[src/rtl/fetch_unit_pkg.sv]
// ----------------------------------------------------------------------------
// fetch_unit_pkg : widths, reset PC default and prefetch entry layout
// Rev 1.0
// ----------------------------------------------------------------------------
`default_nettype none

package fetch_unit_pkg;

  localparam int ADDR_W = 16;
  localparam int DATA_W = 16;

  localparam logic [ADDR_W-1:0] DEFAULT_RESET_PC = 16'h0000;

  typedef struct packed {
    logic [ADDR_W-1:0] pc;
    logic [DATA_W-1:0] instr;
  } fetch_entry_t;

endpackage

`default_nettype wire

[src/rtl/fetch_unit_fifo.sv]
// ----------------------------------------------------------------------------
// fetch_fifo : synchronous DEPTH-entry prefetch FIFO, flush beats push
// Rev 1.0
// ----------------------------------------------------------------------------
`default_nettype none

module fetch_fifo
  import fetch_unit_pkg::*;
#(
  parameter int DEPTH = 4
) (
  input  logic                         clk,
  input  logic                         rst,
  input  logic                         flush,
  input  logic                         push,
  input  fetch_entry_t                 push_data,
  input  logic                         pop,
  output fetch_entry_t                 head_data,
  output logic [$clog2(DEPTH+1)-1:0]   count
);

  localparam int PTR_W = $clog2(DEPTH);
  localparam int CNT_W = $clog2(DEPTH+1);

  fetch_entry_t     r_mem [DEPTH];
  logic [PTR_W-1:0] r_rd_ptr;
  logic [PTR_W-1:0] r_wr_ptr;
  logic [CNT_W-1:0] r_count;

  always_ff @(posedge clk) begin
    if (rst || flush) begin
      r_rd_ptr <= '0;
      r_wr_ptr <= '0;
      r_count  <= '0;
    end else begin
      if (push) begin
        r_mem[r_wr_ptr] <= push_data;
        r_wr_ptr        <= r_wr_ptr + PTR_W'(1);
      end
      if (pop) begin
        r_rd_ptr <= r_rd_ptr + PTR_W'(1);
      end
      case ({push, pop})
        2'b10:   r_count <= r_count + CNT_W'(1);
        2'b01:   r_count <= r_count - CNT_W'(1);
        default: r_count <= r_count;
      endcase
    end
  end

  assign head_data = r_mem[r_rd_ptr];
  assign count     = r_count;

endmodule

`default_nettype wire

[src/rtl/fetch_unit.sv]
// ----------------------------------------------------------------------------
// fetch_unit : instruction fetch with prefetch buffer and redirect flush
// Rev 1.0
// ----------------------------------------------------------------------------
`default_nettype none

module fetch_unit #(
  parameter int          DEPTH    = 4,
  parameter logic [15:0] RESET_PC = fetch_unit_pkg::DEFAULT_RESET_PC
) (
  input  logic        clk,
  input  logic        rst,
  input  logic        redirect,
  input  logic [15:0] redirect_pc,
  output logic        mem_ren,
  output logic        mem_wen,
  output logic [15:0] mem_addr,
  input  logic [15:0] mem_din,
  output logic        out_valid,
  input  logic        out_ready,
  output logic [15:0] out_instr,
  output logic [15:0] out_pc
);

  import fetch_unit_pkg::*;

  localparam int CNT_W = $clog2(DEPTH+1);

  logic [ADDR_W-1:0] r_fetch_pc;
  logic              r_inflight;
  logic [ADDR_W-1:0] r_inflight_pc;
  logic              r_inflight_kill;

  logic [CNT_W-1:0]  w_count;
  logic [CNT_W-1:0]  w_occupancy;
  logic              w_issue;
  logic              w_capture;
  logic              w_pop;
  fetch_entry_t      w_push_data;
  fetch_entry_t      w_head;

  // A same-cycle pop is not credited, so a full buffer costs one bubble on resume.
  assign w_occupancy = w_count + CNT_W'(r_inflight);
  assign w_issue     = !rst && !redirect && (w_occupancy < CNT_W'(DEPTH));
  assign w_capture   = r_inflight && !r_inflight_kill && !redirect;
  assign w_pop       = out_valid && out_ready;
  assign w_push_data = '{pc: r_inflight_pc, instr: mem_din};

  always_ff @(posedge clk) begin
    if (rst) begin
      r_fetch_pc      <= RESET_PC;
      r_inflight      <= 1'b0;
      r_inflight_pc   <= '0;
      r_inflight_kill <= 1'b0;
    end else begin
      r_inflight      <= w_issue;
      r_inflight_kill <= redirect;
      if (redirect) begin
        r_fetch_pc <= redirect_pc;
      end else if (w_issue) begin
        r_fetch_pc <= r_fetch_pc + 16'd1;
      end
      if (w_issue) begin
        r_inflight_pc <= r_fetch_pc;
      end
    end
  end

  fetch_fifo #(
    .DEPTH (DEPTH)
  ) u_fifo (
    .clk       (clk),
    .rst       (rst),
    .flush     (redirect),
    .push      (w_capture),
    .push_data (w_push_data),
    .pop       (w_pop),
    .head_data (w_head),
    .count     (w_count)
  );

  assign mem_ren   = w_issue;
  assign mem_wen   = 1'b0;
  assign mem_addr  = r_fetch_pc;
  assign out_valid = (w_count != '0);
  assign out_instr = out_valid ? w_head.instr : '0;
  assign out_pc    = out_valid ? w_head.pc    : '0;

endmodule

`default_nettype wire

[config.mk]
export PLATFORM = sky130hd
export DESIGN_NAME = fetch_unit
export DESIGN_NICKNAME = d
export VERILOG_FILES = /design/src/rtl/fetch_unit_pkg.sv /design/src/rtl/fetch_unit_fifo.sv /design/src/rtl/fetch_unit.sv
export SDC_FILE = /design/constraint.sdc
export NUM_CORES = 1
export LEC_CHECK = 0
export ABC_AREA = 1
export CAP_MARGIN = 5
export CORE_ASPECT_RATIO = 0.8
export CORE_MARGIN = 5
export CORE_UTILIZATION = 40
export CTS_CLUSTER_SIZE = 12
export DETAILED_ROUTE_END_ITERATION = 6
export HOLD_SLACK_MARGIN = 0.06
export PLACE_DENSITY = 0.67
export SYNTH_ARGS = -nofsm -noshare
export SYNTH_HDL_FRONTEND = slang
export SYNTH_SLANG_ARGS = --single-unit
[constraint.sdc]
create_clock -name clk -period 4 [get_ports clk]
set_clock_uncertainty 0.2 [all_clocks]
set_input_delay 0.8 -clock clk [delete_from_list [all_inputs] [get_ports clk]]
set_output_delay 0.8 -clock clk [all_outputs]
set_load 0.01 [all_outputs]
==> run metrics <==
Clk pin slew, worst setup/hold paths 0.07 ns; CTS tree built; Final Non-Filler Cells 1025; DRC Markers 0; Final Cycle Share 0.884; CTS root buffer clkbuf_16; Post-Syn Area 7140 um^2; Main synth FF type edfxtp_1; drt total wl 15700 um; CTS sink cnt 171; count of different cell masters after synthesis 30; Total GRT Usage 0.155; Slew @ Worst Pin 0.854 ns; number of synthesized flops with an enable pin 128; VDD IR max 0.257 mV; syn nets 746; Syn Area/Cell 10.2 um^2; die span in y 130 um; most common library cell in the layout ignoring fill and taps nor2_1; row count 43; 1st-pass router iterations 5; layout cell share with drive strength beyond 1 0.0763; Area Growth Syn to Fin 24.6%; vias in the first global route 4873; initial antenna violation count 0; worst hold path class reg -> reg; leakage 3.22 nW; PD cells 446 nW/um^2; Max-Cap Viols 0; fmax 283 MHz; die footprint 20600 um^2; Yosys reg bits 171; drt via density 4.96; Num CTS Buffers 17; Filler Cells Inserted 1533; TNS Setup 0 ns; I/O Pins 87; CTS H-tree depth 4; post-detail-place hpwl 9560 um; Worst Path Required 3.00 ns; crit-path max FO 64; Iter 0 DRT Violations 395; total grt overflow 0; largest net degree at the start of global routing 65; max_slew headroom 0.430; Final GP Congestion 0.819; first-pass GRT wire length 25300 um; dpl cells 993; DR WL/cell 15.3 um; RSZ-0062 raised after global routing false; synth warn 0; outcome finished clean; cells after synthesis 703; via count 5085; worst skew pair latency 0.42 ns; PortBufs 85; Nets 830; Yosys top cell area share 0.538; Worst setup EP type primary output; Final Util 0.510; top cell type by total area after synthesis edfxtp_1; final antenna diode count 0; Hold Fails Final Rpt 0; most frequent cells in the layout nor2_1 (153), edfxtp_1 (128), clkdlybuf4s50_1 (85); antenna-violating nets left 0; Worst setup SP type register; clock period minus worst slack 3.54 ns; crit path DAT 2.54 ns; die width 159 um; Slew Limit Fails 0; CTS Buffer Depth 2; ranking of synthesized cells by area edfxtp_1 (54%), dfxtp_1 (12%), nor2_1 (8.3%); endpoints failing setup 0; Post-synth ARST share 0; Core Region 17400 um^2; Initial Util 0.410; crit path kind reg -> out; sequential fraction of the synthesis area 0.659
[registers in the layout, indices dropped and copies added (netlist names), named ones only]
signal           count
mem_addr            16
r_inflight           1
r_inflight_kill      1
r_inflight_pc       16
u_fifo.count         3
u_fifo.r_mem       128
u_fifo.r_rd_ptr      2
u_fifo.r_wr_ptr      2
[final timing paths]
path / depth (start not counted) / from / slack [ns] / to
worst max register to register: 10 / u_fifo.count[0] / 1.47 / u_fifo.count[2]
worst min-delay path: 2 / u_fifo.r_rd_ptr[1] / 0.27 / register
worst max-delay path: 6 / register / 0.46 / out_pc[4]
worst min register to register: 2 / u_fifo.r_rd_ptr[1] / 0.27 / register
[cell families (layout without fill, tap and decap cells)]
group / after synthesis / after routing / synth area share
and+or+nand+nor: 282 / 282 / 0.163
DFF: 171 / 171 / 0.659
AOI/OAI and AO/OA: 157 / 157 / 0.112
buffers and inverters: 83 / 180 / 0.0501
adders and majority gates: 7 / 7 / 0.0133
xor gates and xnor gates: 2 / 2 / 0.00245
other: 1 / 1 / 0.000525
[report_power, final]
part           total, mW  internal, mW  switching (mW)
sequential          1.96          1.93          0.0338
combinational      0.224         0.106           0.118
clock               1.78          1.07           0.710
[synth_stat cells, drive strengths merged (2+ instances only)]
cell,instances
nand4,4
nor2,159
buf,18
o21bai,2
ha,6
inv,47
nand3,34
dfxtp,43
nand2,83
edfxtp,128
a21oi,69
a21boi,2
clkbuf,17
o21ai,83
xnor2,2
[through the flow]
| step | worst slack [ns] | cell area [um^2] | hold WS (ns) | power (mW) |
|---|---|---|---|---|
| after floorplan | 0.841 | 7140 | 0.236 | 2.10 |
| final | 0.464 | 8900 | 0.274 | 3.97 |
| after CTS | 0.0325 | 8890 | 0.277 | 4.00 |
| after global placement | 0.557 | 8250 | 0.258 | 2.22 |
| after detailed placement | 0.480 | 8250 | 0.261 | 2.22 |
| after global routing | 0.210 | 8900 | 0.292 | 4.11 |
[layout make-up]
class | count | area [um^2] | area share
Timing Repair Buffer | 100 | 963 | 0.108
Clock buffer | 17 | 425 | 0.0478
Sequential cell | 171 | 4710 | 0.529
Clock inverter | 15 | 224 | 0.0252
Tap cell | 225 | 282 | 0.0316
Multi-Input combinational cell | 449 | 2110 | 0.238
Inverter | 48 | 184 | 0.0207
[worst max-delay path, cell delays in order, from the launching register on]
cell and delay (ns):
dfxtp_2 0.35, buf_4 0.54, nor2_1 0.11, nor2_1 0.11, o21ai_0 0.08, a21oi_1 0.31
clkdlybuf4s50_1 0.60
[what timing repair did]
item                                    4_1_cts  5_1_grt
gates resized for setup                       0        1
setup buffers                                 0        0
endpoints found under the setup margin        0       31
hold buffers                                  0        0
[metal layers]
layer  vias up  GRT usage  wire length [um]
met5         -          0                 0
met4         0     0.0532               247
met3        17     0.0410              1080
met2       174      0.244              6950
met1      2339      0.210              7420
li1       2555          -                 -
Note: power is estimated with default switching activity, not from simulation.
